==> src/rtl/uart_rx_pkg.sv <==
// uart_rx_pkg: stage encodings and bit-counter sizing shared by the UART receiver.
package uart_rx_pkg;
    localparam int CTR_W = 11;
    typedef logic [CTR_W-1:0] ctr_t;
    localparam ctr_t BAUD_DEFAULT = 11'd3;
    localparam logic [4:0] STG_IDLE  = 5'd0;
    localparam logic [4:0] STG_START = 5'd1;
    localparam logic [4:0] STG_DATA0 = 5'd2;
    localparam logic [4:0] STG_DATA7 = 5'd9;
    localparam logic [4:0] STG_STOP  = 5'd10;
endpackage

==> src/rtl/uart_rx_sync.sv <==
// uart_rx_sync: 2-flop synchronizer plus edge-detect flop for the rx line, all resetting to idle-high.
module uart_rx_sync (
    input  logic clk,
    input  logic rst,
    input  logic rx,
    output logic rx_s,
    output logic fall
);
    logic meta_q, rx_s_q, rx_d_q;
    logic [2:0] live_q;
    always_ff @(posedge clk or posedge rst) begin
        if (rst) begin
            meta_q <= 1'b1;
            rx_s_q <= 1'b1;
            rx_d_q <= 1'b1;
            live_q <= '0;
        end else begin
            meta_q <= rx;
            rx_s_q <= meta_q;
            rx_d_q <= rx_s_q;
            live_q <= {live_q[1:0], 1'b1};
        end
    end
    // rx_d only counts as high once it holds a real post-reset sample, so a line held low through release is not an edge
    assign rx_s = rx_s_q;
    assign fall = live_q[2] & rx_d_q & ~rx_s_q;
endmodule

==> src/rtl/uart_rx.sv <==
// uart_rx: 8N1 receiver with valid/ack handshake, framing-error pulse and sticky overrun flag.
module uart_rx
    import uart_rx_pkg::*;
#(
    parameter ctr_t BAUD_THRESHOLD = BAUD_DEFAULT
) (
    input  logic             clk,
    input  logic             rst,
    input  logic             rx,
    output logic [7:0]       rx_data,
    output logic             rx_valid,
    input  logic             rx_ack,
    output logic             rx_frame_err,
    output logic             rx_overrun,
    output logic [CTR_W-1:0] ctr,
    output logic [4:0]       stage
);
    localparam ctr_t HALF = BAUD_THRESHOLD >> 1;
    logic       rx_s, fall, full;
    logic [4:0] stage_q, stage_d;
    ctr_t       ctr_q, ctr_d;
    logic [7:0] shift_q, shift_d, data_q, data_d;
    logic       valid_q, valid_d, ferr_q, ferr_d, ovr_q, ovr_d;

    uart_rx_sync u_sync (.clk(clk), .rst(rst), .rx(rx), .rx_s(rx_s), .fall(fall));

    assign full = ctr_q == BAUD_THRESHOLD;

    always_comb begin
        stage_d = stage_q;
        ctr_d   = ctr_q + 11'd1;
        shift_d = shift_q;
        data_d  = data_q;
        ferr_d  = 1'b0;
        valid_d = valid_q & ~rx_ack;
        ovr_d   = ovr_q & ~(valid_q & rx_ack);
        if (stage_q == STG_IDLE) begin
            ctr_d = '0;
            if (fall) stage_d = STG_START;
        end else if (stage_q == STG_START) begin
            if (ctr_q == HALF) begin
                ctr_d   = '0;
                stage_d = rx_s ? STG_IDLE : STG_DATA0;
            end
        end else if (stage_q <= STG_DATA7) begin
            if (full) begin
                ctr_d   = '0;
                shift_d = {rx_s, shift_q[7:1]};
                stage_d = stage_q + 5'd1;
            end
        end else if (stage_q == STG_STOP) begin
            if (full) begin
                ctr_d   = '0;
                stage_d = STG_IDLE;
                if (!rx_s) ferr_d = 1'b1;
                else if (!valid_q || rx_ack) begin
                    data_d  = shift_q;
                    valid_d = 1'b1;
                end else ovr_d = 1'b1;
            end
        end else begin
            ctr_d   = '0;
            stage_d = STG_IDLE;
        end
    end

    always_ff @(posedge clk or posedge rst) begin
        if (rst) begin
            stage_q <= STG_IDLE;
            ctr_q   <= '0;
            shift_q <= '0;
            data_q  <= '0;
            valid_q <= 1'b0;
            ferr_q  <= 1'b0;
            ovr_q   <= 1'b0;
        end else begin
            stage_q <= stage_d;
            ctr_q   <= ctr_d;
            shift_q <= shift_d;
            data_q  <= data_d;
            valid_q <= valid_d;
            ferr_q  <= ferr_d;
            ovr_q   <= ovr_d;
        end
    end

    assign rx_data      = data_q;
    assign rx_valid     = valid_q;
    assign rx_frame_err = ferr_q;
    assign rx_overrun   = ovr_q;
    assign ctr          = ctr_q;
    assign stage        = stage_q;
endmodule

==> config.mk <==
export PLATFORM = sky130hd
export DESIGN_NAME = uart_rx
export DESIGN_NICKNAME = d
export VERILOG_FILES = /design/src/rtl/uart_rx_pkg.sv /design/src/rtl/uart_rx_sync.sv /design/src/rtl/uart_rx.sv
export SDC_FILE = /design/constraint.sdc
export NUM_CORES = 1
export LEC_CHECK = 0
export BUFFER_PORTS_ARGS = -buffer_cell sky130_fd_sc_hd__buf_2
export CAP_MARGIN = 0
export CELL_PAD_IN_SITES_DETAIL_PLACEMENT = 1
export CELL_PAD_IN_SITES_GLOBAL_PLACEMENT = 2
export CORE_MARGIN = 2
export CORE_UTILIZATION = 39
export CTS_BUF_LIST = sky130_fd_sc_hd__clkbuf_16
export DETAILED_ROUTE_END_ITERATION = 16
export PLACE_DENSITY = 0.8
export SLEW_MARGIN = 0
export SYNTH_ARGS = -nofsm -noshare
export SYNTH_HDL_FRONTEND = slang
export SYNTH_SLANG_ARGS = --single-unit
==> constraint.sdc <==
create_clock -name clk -period 3.7 [get_ports clk]
set_clock_uncertainty 0.2 [all_clocks]
set_input_delay 0.185 -clock clk [delete_from_list [all_inputs] [get_ports clk]]
set_output_delay 0.185 -clock clk [all_outputs]
set_load 0.02 [all_outputs]
* After elaboration in Yosys (flattened, before gate mapping)
Cells that the tools add are included.
** Operators by class
- $add $sub $neg :: 2
- Bitwise operators :: 11
- Multiplexer cells :: 35
- Reductions and logical operators :: 6
- Equal/unequal tests :: 8
- Magnitude comparators :: 1
** Operator list (number)
- two-way mux 11 bit :: 6
- two-way mux 5 bit :: 8
- two-way mux 1 bit :: 20
- adder 11 x 1 -> 11 bit, second input constant :: 1
- == test 11 x 1 -> 1 bit, second input constant :: 1
- == test 11 x 2 -> 1 bit, second input constant :: 1
- inequality test 4 bit, second input constant :: 2
- AND reduction 4 bit :: 2
- AND reduction 7 bit :: 1
- inverter 1 bit :: 6
- adder 5 x 1 -> 5 bit, second input constant :: 1
- bitwise AND 1 bit :: 5
- == test 5 x 1 -> 1 bit, second input constant :: 1
- == test 5 x 4 -> 1 bit, second input constant :: 1
- less-or-equal comparator 5 x 4 -> 1 bit, second input constant :: 1
- zero test 5 bit :: 1
- inequality test 3 x 2 -> 1 bit, second input constant :: 1
- two-way mux 2 bit :: 1
- inequality test 2 bit, second input constant :: 1
- zero test 1 bit :: 1
- logical OR 1 bit :: 1
** Word-level totals
- Bits of input ports :: 4
- Bits in registers :: 41
- Word-level logic and storage cells :: 74

* Logic depth before layout (Yosys ltp)
- Depth after elaboration :: 10
- Gate-level depth with buffers :: 8

* Modules after synthesis
Synthesis repeated with hierarchy kept, for this count alone.
** Second synthesis, totals
- Cell total of the unflattened synthesis :: 161
- Area total of the unflattened synthesis :: 1859.3 µm²
** Modules (own cells, without submodules)
- uart_rx :: instances 1, cells an instance 152, area an instance 1689.1 µm²
- uart_rx_sync :: instances 1, cells an instance 9, area an instance 170.2 µm²

* Worst setup path before layout
Ideal clock, no wire load.
- Kind :: reg-to-reg
- From :: register stage_q[1], in the netlist stage[1]
- To :: register data_q[0], in the netlist rx_data[0]
- Arrival :: 2040 ps
- Stages on the path, launching flop included :: 8
- Library setup time :: 125 ps
- Path buffers :: 0
- Setup slack :: 1335 ps
- Path through :: dfrtp_1 -> inv_1 -> ha_1 -> o21ba_2 -> and3_1 -> nand4_2 -> a21oi_4 -> mux2_4
** Between the ends
- Longest elaborated chain between the ends :: 3
- Elaborated cells between the ends (all ways) :: 8
** Ends and longest elaborated chain
- start: declaration :: RTL line uart_rx.sv:20 : logic [4:0] stage_q, stage_d;
- start signal: assignment :: RTL line uart_rx.sv:77 : stage_q <= stage_d;
- less-or-equal comparator 5 x 4 -> 1 bit (tied with other cells) :: RTL line uart_rx.sv:45 : end else if (stage_q <= STG_DATA7) begin
- inverter 1 bit (no line)
- AND reduction 7 bit (no line) *
- end signal: assignment :: RTL line uart_rx.sv:80 : data_q <= data_d;
- end: declaration :: RTL line uart_rx.sv:22 : logic [7:0] shift_q, shift_d, data_q, data_d;
Every way passes the cells marked *; elsewhere a longest branch is shown, timed or not.
A chain may end at the register's enable or synchronous reset.

* Worst setup path after layout
- From :: register ctr_q[0], in the netlist ctr[0]
- To :: register data_q[1], in the netlist rx_data[1]
** Between the ends
- Longest elaborated chain between the ends :: 2
** Ends and longest elaborated chain
- start: declaration :: RTL line uart_rx.sv:21 : ctr_t ctr_q, ctr_d;
- start signal: assignment :: RTL line uart_rx.sv:78 : ctr_q <= ctr_d;
- == test 11 x 2 -> 1 bit :: RTL line uart_rx.sv:27 : assign full = ctr_q == BAUD_THRESHOLD;
- AND reduction 7 bit (no line)
Every way passes these cells.

==> impl_metrics.toml <==
[drt]
first_pass_iters = 4
wire_per_inst_um = 16.6
dr.first_iter.drc_count = 58
drt.antenna.violating_nets = 0
viasPerCell = 5.19
drc = 0
via_count = 1298
routed_wl_mm = 4.15

[worst_setup_path]
cp_data_required_time_ps = 3660
worstSetupEndpointType = "flip-flop"
start_kind = "flip-flop"
worstRegToRegCells = 6
worst_ep_arrival_time_ps = 2580
max_stage_delay_ps = 460
crit_chain = "ha_1 -> nor3b_1 -> nor2b_2 -> nand4_2 -> a21oi_4 -> mux2_4"
cpMaxStageDelayCell = "dfrtp_1"
worstSetupPathType = "reg -> reg"
path_max_fanout = 8

[placement]
dp_hpwl_mm = 2.96
numPortBuffers = 30
place.gp.congestion = 0.893
placed_cells = 239
place_area_um2 = 2080

[cells_and_area]
drive_gt1_frac = 0.321
fin_cells = 250
syn2layout_area_growth_pct = 20.5
antenna_cells = 0
nNetsFinal = 205
layout_common_cells = "38 x dfrtp_1, 30 x buf_2, 20 x nor2_1, 10 x inv_1, 9 x nand3_1"
fin_area_um2 = 2250
layout_commonest_cell = "dfrtp_1"

[global_route]
grt_pass1_wl_mm = 6.77
grt_max_degree = 42
grt-ovfl-total = 0
antenna_found_initial = 0
grtUsageTotal = 0.174
grt_pass1_vias = 1343

[cts]
cts_tree = "done"
ctsHtreeMaxLevel = 2
post_cts_buffers = 0
path_clk_slew_ps = 60
cts_buffers = 5
clock_path_buffers = 2
cts.sinks = 41
insertion_delay_ps = 280
clock-root-buffer = "clkbuf_16"

[die]
die_width_um = 73.3
die_h_um = 73.3
rows = 25
die_area_um2 = 5370
num_io_pins = 31
start_util = 0.401
fp.coreArea_um2 = 4660

[timing]
final.setup.tns_ps = 0
max_clock_freq_ghz = 0.381
finalCriticalPeriod_ps = 2620
worst-slew-pin-transition_ps = 804
rsz0062_at_grt = "no"
finalSetupViolations = 0
finalCritPeriodShare = 0.709
finalHoldViolCount = 0
final_max_slew_viol_count = 0
relSlewSlack = 0.462

[synthesis]
yosys_warnings = 0
synthesis.nets = 167
synth_area_um2 = 1870
synth_edf_count = 0
async_flop_share = 1.00
synthCells = 157
synth_ff_type = "dfrtp_1"
ys_seq_area_frac = 0.551
avgSynthCellArea_um2 = 11.9
ys_ff_latch = 41
synthDistinctLibCells = 42

[min_path]
hp-class = "reg -> reg"
hold_depth = 0

[pwr]
ir_worst_vdd_uv = 234
p_leak_nw = 1.12
power_density_nw_per_um2 = 510
power_mw = 1.15

[run_status]
outcome = "complete, no violations"

[flow_run]
drv_cap = 0
-- cells in the mapped netlist (3+ instances only) --
cell     instances  area, µm²
xor2_1           7       61.3
nor2_1          20       75.1
dfrtp_1         38        951
nand2_1          6       22.5
nor3_1           4       20.0
nand3_1          9       45.0
dfstp_2          3       78.8
xnor2_1          3       26.3
mux2_2           8       90.1
inv_1            8       30.0
ha_1             6       75.1
mux2_4           8        120
-- cells by family (layout without fill, tap and decap cells) --
kind of cell               count (synthesis)  in the layout  synth area share
xor gates and xnor gates                  10             10            0.0468
adders and majority gates                  6              6            0.0401
other                                      2              2           0.00401
buffers and inverters                     11             50            0.0227
muxes                                     16             16             0.112
and+or+nand+nor                           53             53             0.147
AOI/OAI and AO/OA                         18             18            0.0763
DFF                                       41             41             0.551
-- routing by layer --
layer,up-vias,track usage,part of all wire
met5,-,0,0
li1,617,-,-
met4,0,0.0617,0.017
met3,9,0.0494,0.038
met1,648,0.209,0.42
met2,24,0.296,0.52
-- final timing paths --
check	from	endpoint	slack, ps
min in group asynchronous	rst	ctr[0]$_DFF_PP0_	370
worst max register to register	ctr[0]$_DFF_PP0_	rx_data[1]$_DFFE_PP0P_	1080
worst max-delay path	ctr[0]$_DFF_PP0_	rx_data[1]$_DFFE_PP0P_	1080
max in group asynchronous	rst	u_sync.rx_d_q$_DFF_PP1_	2560
worst min register to register	u_sync.meta_q$_DFF_PP1_	u_sync.rx_s$_DFF_PP1_	150
worst min-delay path	u_sync.meta_q$_DFF_PP1_	u_sync.rx_s$_DFF_PP1_	150
-- registers in the layout, summed over array words and instances (netlist names) --
register       cells
ctr               11
rx_data            8
shift_q            8
stage              5
u_sync.live_q      3
rx_frame_err       1
rx_overrun         1
rx_valid           1
u_sync.meta_q      1
u_sync.rx_d_q      1
u_sync.rx_s        1
-- what timing repair did --
action / 4_1_cts / 5_1_grt
gates resized for setup: 0 / 0
hold buffers: 3 / 0
endpoints found under the hold margin: 41 / 0
-- final cells by class --
class	instances	area, µm²
inverters	8	30.0
clock buffers	5	125
multi-input cells	105	798
fillers	501	2410
flip-flops and latches	41	1030
clock inverters	3	15.0
repair buffers	34	188
well taps	54	67.6
-- worst max-delay path, delay by kind of cell, from the launching register on --
family	cells	cell delay [ps]
AOI/OAI and AO/OA	1	400
adders and majority gates	1	390
and+or+nand+nor	3	710
DFF	1	460
muxes	1	340
-- where the power goes --
part / total (mW) / leakage [nW] / switching (mW) / internal, mW
Clock: 0.406 / 0.0724 / 0.162 / 0.244
Combinational: 0.231 / 0.494 / 0.145 / 0.0854
Sequential: 0.512 / 0.550 / 0.0375 / 0.474
Total: 1.15 / 1.12 / 0.344 / 0.804
-- metrics by stage --
step,util,hold slack [ps],setup WS (ps)
floorplan,-,-10.5,1330
global placement,0.447,90.6,1180
detailed placement,0.447,92.1,1060
CTS,0.483,156,1050
global route,0.483,161,903
finish,0.483,155,1080
Note: power is estimated with default switching activity, not from simulation.
